File: config.mk
export PLATFORM = sky130hd
export DESIGN_NAME = systolic_mmu
export DESIGN_NICKNAME = d
export VERILOG_FILES = /design/src/rtl/tpu_pkg.sv /design/src/rtl/systolic_pe.sv /design/src/rtl/systolic_mmu.sv
export SDC_FILE = /design/constraint.sdc
export NUM_CORES = 1
export LEC_CHECK = 0
export ABC_AREA = 1
export CORE_UTILIZATION = 37
export DETAILED_ROUTE_END_ITERATION = 6
export MAX_ROUTING_LAYER = met4
export SLEW_MARGIN = 20
export SYNTH_ARGS = -nofsm -noshare
export SYNTH_HDL_FRONTEND = slang
export SYNTH_SLANG_ARGS = --single-unit
File: constraint.sdc
create_clock -name clk -period 6.61 [get_ports clk]
set_clock_uncertainty 0.1 [all_clocks]
set_input_delay 0.9915 -clock clk [delete_from_list [all_inputs] [get_ports clk]]
set_output_delay 0.9915 -clock clk [all_outputs]
set_load 0.01 [all_outputs]
File: src/rtl/tpu_pkg.sv
// Shared definitions for the tensor datapath: default widths, the
// matrix-multiply sequencer states, sequencing step counts and the
// row-major element packing helper used for the flat operand/result buses.
package tpu_pkg;

  localparam int DEF_DATA_W = 8;
  localparam int DEF_ACC_W  = 16;

  // Array geometry: 2x2, elements packed as row*2+col with element 0 in LSBs.
  localparam int ARR_DIM  = 2;
  localparam int NUM_ELEM = ARR_DIM * ARR_DIM;

  // Step counts for the skewed feed and the trailing drain.
  localparam int FEED_STEPS  = 3;
  localparam int DRAIN_STEPS = 1;

  typedef enum logic [1:0] {
    IDLE  = 2'd0,
    FEED  = 2'd1,
    DRAIN = 2'd2,
    DONE  = 2'd3
  } mmu_state_t;

  // Flat element index of (row, col).
  function automatic int elem_idx(input int row, input int col);
    return row * ARR_DIM + col;
  endfunction

endpackage

File: src/rtl/systolic_pe.sv
// One output-stationary processing element: forwards A right and B down
// through one register stage and accumulates the signed product of its
// current inputs. Arithmetic wraps modulo 2^ACC_W.
module systolic_pe
  import tpu_pkg::*;
#(
  parameter int DATA_W = DEF_DATA_W,
  parameter int ACC_W  = DEF_ACC_W
) (
  input  logic                     clk,
  input  logic                     rst_n,
  input  logic                     clear,
  input  logic                     en,
  input  logic signed [DATA_W-1:0] a_in,
  input  logic signed [DATA_W-1:0] b_in,
  output logic signed [DATA_W-1:0] a_out,
  output logic signed [DATA_W-1:0] b_out,
  output logic signed [ACC_W-1:0]  acc
);

  logic signed [DATA_W-1:0]   a_reg;
  logic signed [DATA_W-1:0]   b_reg;
  logic signed [ACC_W-1:0]    acc_reg;
  logic signed [2*DATA_W-1:0] prod;
  logic signed [ACC_W-1:0]    prod_ext;

  // Full-width signed product, sign-extended (or wrapped) to the accumulator.
  assign prod     = a_in * b_in;
  assign prod_ext = ACC_W'(prod);

  // Forwarding registers and accumulator; clear wins over accumulate.
  always_ff @(posedge clk or negedge rst_n) begin
    if (!rst_n) begin
      a_reg   <= '0;
      b_reg   <= '0;
      acc_reg <= '0;
    end else if (clear) begin
      a_reg   <= '0;
      b_reg   <= '0;
      acc_reg <= '0;
    end else if (en) begin
      a_reg   <= a_in;
      b_reg   <= b_in;
      acc_reg <= acc_reg + prod_ext;
    end
  end

  assign a_out = a_reg;
  assign b_out = b_reg;
  assign acc   = acc_reg;

endmodule

File: src/rtl/systolic_mmu.sv
// 2x2 output-stationary systolic matrix multiply, C = A x B on int8 operands.
// Operands are latched on an accepted start, skewed into the PE grid over
// FEED_STEPS steps, drained, then copied into the held c_flat result with a
// sticky done flag. Start sampled at edge E0 gives done/c_flat after E0+5.
// Optional build macro SYSTOLIC_MMU_RELU_EN clamps negative results to zero
// on the copy into c_flat (accumulators are untouched).
module systolic_mmu
  import tpu_pkg::*;
#(
  parameter int DATA_W = DEF_DATA_W,
  parameter int ACC_W  = DEF_ACC_W
) (
  input  logic                  clk,
  input  logic                  rst_n,
  input  logic                  start,
  input  logic [4*DATA_W-1:0]   a_flat,
  input  logic [4*DATA_W-1:0]   b_flat,
  output logic                  busy,
  output logic                  done,
  output logic [4*ACC_W-1:0]    c_flat
);

  mmu_state_t state_reg, state_next;
  logic [2:0] step_reg, step_next;
  logic       accept, pe_clear, pe_en, copy_c;

  logic signed [DATA_W-1:0] a_op_reg [NUM_ELEM];
  logic signed [DATA_W-1:0] b_op_reg [NUM_ELEM];
  logic signed [ACC_W-1:0]  c_reg    [NUM_ELEM];
  logic signed [ACC_W-1:0]  c_next   [NUM_ELEM];
  logic signed [ACC_W-1:0]  acc_w    [NUM_ELEM];

  // a_chain[row][col] is the A input of PE(row,col); column ARR_DIM is the
  // forward out of the last column. b_chain is the same idea going down.
  logic signed [DATA_W-1:0] a_chain [ARR_DIM][ARR_DIM+1];
  logic signed [DATA_W-1:0] b_chain [ARR_DIM+1][ARR_DIM];
  logic                     unused_edge;

  // Sequencer state and step counter.
  always_ff @(posedge clk or negedge rst_n) begin
    if (!rst_n) begin
      state_reg <= IDLE;
      step_reg  <= '0;
    end else begin
      state_reg <= state_next;
      step_reg  <= step_next;
    end
  end

  // Next state and per-cycle controls. DRAIN covers the final skewed step
  // into PE(1,1) plus the cycle whose closing edge copies the result out.
  always_comb begin
    state_next = state_reg;
    step_next  = step_reg;
    accept     = 1'b0;
    pe_clear   = 1'b0;
    pe_en      = 1'b0;
    copy_c     = 1'b0;
    busy       = 1'b0;
    done       = 1'b0;
    case (state_reg)
      IDLE: begin
        accept = start;
      end
      FEED: begin
        busy      = 1'b1;
        pe_en     = 1'b1;
        step_next = step_reg + 3'd1;
        if (step_reg == 3'(FEED_STEPS - 1)) state_next = DRAIN;
      end
      DRAIN: begin
        busy      = 1'b1;
        pe_en     = 1'b1;
        step_next = step_reg + 3'd1;
        if (step_reg == 3'(FEED_STEPS + DRAIN_STEPS)) begin
          state_next = DONE;
          copy_c     = 1'b1;
        end
      end
      DONE: begin
        done   = 1'b1;
        accept = start;
      end
      default: state_next = IDLE;
    endcase
    if (accept) begin
      state_next = FEED;
      step_next  = '0;
      pe_clear   = 1'b1;
    end
  end

  // Operand latch on accept, result copy on entry to DONE.
  always_ff @(posedge clk or negedge rst_n) begin
    if (!rst_n) begin
      for (int i = 0; i < NUM_ELEM; i++) begin
        a_op_reg[i] <= '0;
        b_op_reg[i] <= '0;
        c_reg[i]    <= '0;
      end
    end else begin
      for (int i = 0; i < NUM_ELEM; i++) begin
        if (accept) begin
          a_op_reg[i] <= a_flat[i*DATA_W +: DATA_W];
          b_op_reg[i] <= b_flat[i*DATA_W +: DATA_W];
        end
        if (copy_c) c_reg[i] <= c_next[i];
      end
    end
  end

  genvar gi, gj;

  // Skewed edge feed: row gi gets A[gi][k], column gi gets B[k][gi], with
  // k = step - gi; out-of-range slots inject zero.
  generate
    for (gi = 0; gi < ARR_DIM; gi++) begin : g_feed
      logic [2:0] k_sel;
      logic       k_ok;
      logic [1:0] a_idx, b_idx;
      assign k_sel = step_reg - 3'(gi);
      assign k_ok  = (step_reg >= 3'(gi)) && (k_sel < 3'(ARR_DIM));
      assign a_idx = {1'(gi), k_sel[0]};
      assign b_idx = {k_sel[0], 1'(gi)};
      assign a_chain[gi][0] = k_ok ? a_op_reg[a_idx] : '0;
      assign b_chain[0][gi] = k_ok ? b_op_reg[b_idx] : '0;
    end
  endgenerate

  // 2x2 PE grid.
  generate
    for (gi = 0; gi < ARR_DIM; gi++) begin : g_row
      for (gj = 0; gj < ARR_DIM; gj++) begin : g_col
        systolic_pe #(
          .DATA_W (DATA_W),
          .ACC_W  (ACC_W)
        ) u_pe (
          .clk   (clk),
          .rst_n (rst_n),
          .clear (pe_clear),
          .en    (pe_en),
          .a_in  (a_chain[gi][gj]),
          .b_in  (b_chain[gi][gj]),
          .a_out (a_chain[gi][gj+1]),
          .b_out (b_chain[gi+1][gj]),
          .acc   (acc_w[elem_idx(gi, gj)])
        );
      end
    end
  endgenerate

  // Forwards leaving the array edge have no consumer.
  assign unused_edge = ^{a_chain[0][ARR_DIM], a_chain[1][ARR_DIM],
                         b_chain[ARR_DIM][0], b_chain[ARR_DIM][1]};

  // Result shaping and flat packing.
  generate
    for (gi = 0; gi < NUM_ELEM; gi++) begin : g_out
`ifdef SYSTOLIC_MMU_RELU_EN
      assign c_next[gi] = acc_w[gi][ACC_W-1] ? '0 : acc_w[gi];
`else
      assign c_next[gi] = acc_w[gi];
`endif
      assign c_flat[gi*ACC_W +: ACC_W] = c_reg[gi];
    end
  endgenerate

endmodule

==> results.ini <==
[critical_path]
crit_arrival_ns=6.38
critPathBufInv=8
path_delay_family=adder cells
r2r_start=step_reg[0]$_DFFE_PN0P_
critPathMostFrequentCell=inv_1
cp_slowest_stage_delay_ns=0.57
worst_setup_path_end_kind=flip-flop
cp_cell_sequence=clkinv_2 -> buf_4 -> nor2_1 -> nor3_2 -> inv_2 -> nor2_1 -> inv_1 -> fa_1 -> inv_1 -> fa_1 -> inv_1 -> fa_1 -> inv_1 -> fa_1 -> ha_1 -> ha_1 -> nand2_1 -> o21ai_0 -> inv_1 -> a21oi_1 -> o21ai_0 -> nand3_1 -> nand2_1
critPathRequiredTime_ns=6.98
critPathKind=reg -> reg
start_kind=flip-flop
cp_slowest_cell=fa_1
r2r_cells=23
r2r_slack_ns=0.60
path_max_fanout=31
r2r-end=g_row[0].g_col[0].u_pe.acc[13]$_DFFE_PN0P_

[clock_tree]
hold_buffers=0
cts-root-buf=clkbuf_16
numCtsBuffers=29
cts_setup_buffers=0
clk_pin_slew_ns=0.06
clockBufferDepth=3
clk-insertion-delay-late_ns=0.60
clock_sinks=229
cts_resized=0
cts_max_level=1
cts_tree=done

[synth]
synth_compound_area_share_pct=5.989
synth_area_leader_cell=dfrtp_1
synthArstFlopShare_pct=100.0
synthesis.nets=3024
synthSimpleGateAreaFrac_pct=18.28
synth_fa_ha_area_share_pct=35.92
synth_xor_area_share_pct=1.485
synthMuxAreaShare_pct=0
synthTopCellsByArea=dfrtp_1, fa_1, nand2_1
synthFlopType=dfrtp_1
netlist_area_mm2=0.02123
yosysWarnings=0
yosysTopAreaCellShare_pct=27.00
synthCells=2518
synth_cell_type_count=37
ys_ff_latch=229
synth_top_family_by_area=adder cells
yosysSeqAreaShare_pct=27.00
syn_area_per_cell_um2=8.429
synth_edf_count=0

[timing]
drv_slew=0
layout_min_cycle_time_ns=6.012
finalSetupViolCount=0
max_freq_mhz=166.3
max_slew_margin_pct=36.66
finalSetupTns_ns=0
finalHoldViolCount=0
fin_crit_sh_pct=90.96
tightest_slew_ns=0.9487
grt_setup_unrepaired=false

[die]
num_rows=87
io_pins=133
fp.dieW_um=241.5
dieArea_mm2=0.05833
die_h_um=241.5
core_area_mm2=0.05650
start_util_pct=37.57

[grt]
grt_max_degree=126
globalRouteOverflowTotal=0
antenna_found_initial=0
globalRouteTotalUtil_pct=20.28
first_global_vias=17150
grt_pass1_wl_um=92580

[route]
drt-met1-wl_um=26330
wirelength_um=54900
wl_met2_um=25010
met3_length_um=2519
vias_per_cell=4.796
wire_per_inst_um=16.15
drc_errors=0
drtIter0Drc=968
ant_nets=0
routed.top_layer=met4
dr_total_vias=16300
drt_first_pass_iters=5

[cells_and_area]
multi_input_area_mm2=0.01310
register_area_mm2=0.005731
synthToLayoutAreaGrowth_pct=14.37
num-fill-cells=5591
drive_above_1_share_pct=4.843
n_antenna_cell=0
layout.nets=3126

[placed_design]
port_buffers=132
place_congestion=0.8849
dp_hpwl_um=43360

[status]
status=completed

[worst_hold_path]
hold_path.class=in -> async

[flow_run]
maxCapViolCount=0

## kinds of logic after synthesis
kind of cell,count (synthesis)
AOI/OAI and AO/OA,232
xor gates and xnor gates,36
adders and majority gates,439
buffers and inverters,618
DFF,229
and+or+nand+nor,964
## Yosys cell counts, types with 2 or more instances
| cell | count |
|---|---|
| buf_4 | 3 |
| a21oi_1 | 42 |
| ha_1 | 155 |
| inv_1 | 516 |
| nand3b_1 | 4 |
| o22ai_1 | 47 |
| xor2_1 | 23 |
| o21ai_1 | 60 |
| nor2_2 | 3 |
| buf_6 | 5 |
| nor3_1 | 8 |
| a21o_1 | 5 |
| nand2_1 | 702 |
| inv_2 | 26 |
| dfrtp_1 | 229 |
| nand4_1 | 7 |
| o21ai_0 | 62 |
| clkbuf_1 | 37 |
| fa_1 | 284 |
| nand3_1 | 57 |
| nor3_2 | 14 |
| nor2_1 | 154 |
| o21bai_1 | 9 |
| a31oi_1 | 3 |
| nand2_2 | 10 |
| xnor2_1 | 13 |
| buf_2 | 27 |
| buf_1 | 3 |
| a21oi_2 | 2 |
## worst max-delay path by stage
stage,cells after the start,end,startpoint
final,23,g_row[0].g_col[0].u_pe.acc[13]$_DFFE_PN0P_,step_reg[0]$_DFFE_PN0P_
after global routing,23,g_row[0].g_col[0].u_pe.acc[13]$_DFFE_PN0P_,step_reg[0]$_DFFE_PN0P_
after CTS,23,g_row[0].g_col[0].u_pe.acc[13]$_DFFE_PN0P_,step_reg[0]$_DFFE_PN0P_
after detailed placement,23,g_row[0].g_col[0].u_pe.acc[13]$_DFFE_PN0P_,step_reg[0]$_DFFE_PN0P_
after global placement,25,g_row[1].g_col[0].u_pe.acc[13]$_DFFE_PN0P_,step_reg[1]$_DFFE_PN0P_
after floorplan,26,g_row[1].g_col[0].u_pe.acc[13]$_DFFE_PN0P_,step_reg[0]$_DFFE_PN0P_
## cell type report
class | instances | share of cell area, %
inverter | 543 | 8.412
sequential | 229 | 23.61
multi-input combinational | 1671 | 53.97
clock buffer | 35 | 3.206
timing repair buffer | 146 | 5.948
clock inverter | 19 | 0.9638
tap | 756 | 3.897
## metrics by stage
step | cells | utilization [%] | cell area (um2) | setup WS (ns) | hold WS (ns)
floorplan | 2518 | - | 21230 | 0.5873 | 0.3487
global placement | 3345 | 41.18 | 23260 | 0.6889 | 0.3629
detailed placement | 3345 | 41.18 | 23260 | 0.6244 | 0.3628
CTS | 3399 | 42.97 | 24280 | 0.6068 | 0.3784
global route | 3399 | 42.97 | 24280 | 0.08118 | 0.3963
finish | 3399 | 42.97 | 24280 | 0.5978 | 0.3402
## cells in the final DEF (no fill, tap or decap), types with 8 or more instances in the layout
cell type,instances
o21ai_0,62
clkdlybuf4s50_1,131
ha_1,154
nand3_1,57
nand2_2,11
xnor2_1,13
buf_4,13
o21ai_1,60
a21oi_1,42
nor3_2,14
o21bai_1,9
clkbuf_16,29
inv_2,26
o22ai_1,47
dfrtp_1,229
nor2_1,154
fa_1,284
inv_1,515
nand2_1,701
nor3_1,8
xor2_1,23
## routing by layer
layer | vias to the layer above | GRT usage, %
li1 | 7766 | -
met1 | 8083 | 28.93
met2 | 391 | 31.41
met3 | 62 | 1.754
met4 | 0 | 4.459
met5 | - | -
Power is not shown: default switching activity piles up to over one toggle a cycle in this logic, so the estimate is an artifact.
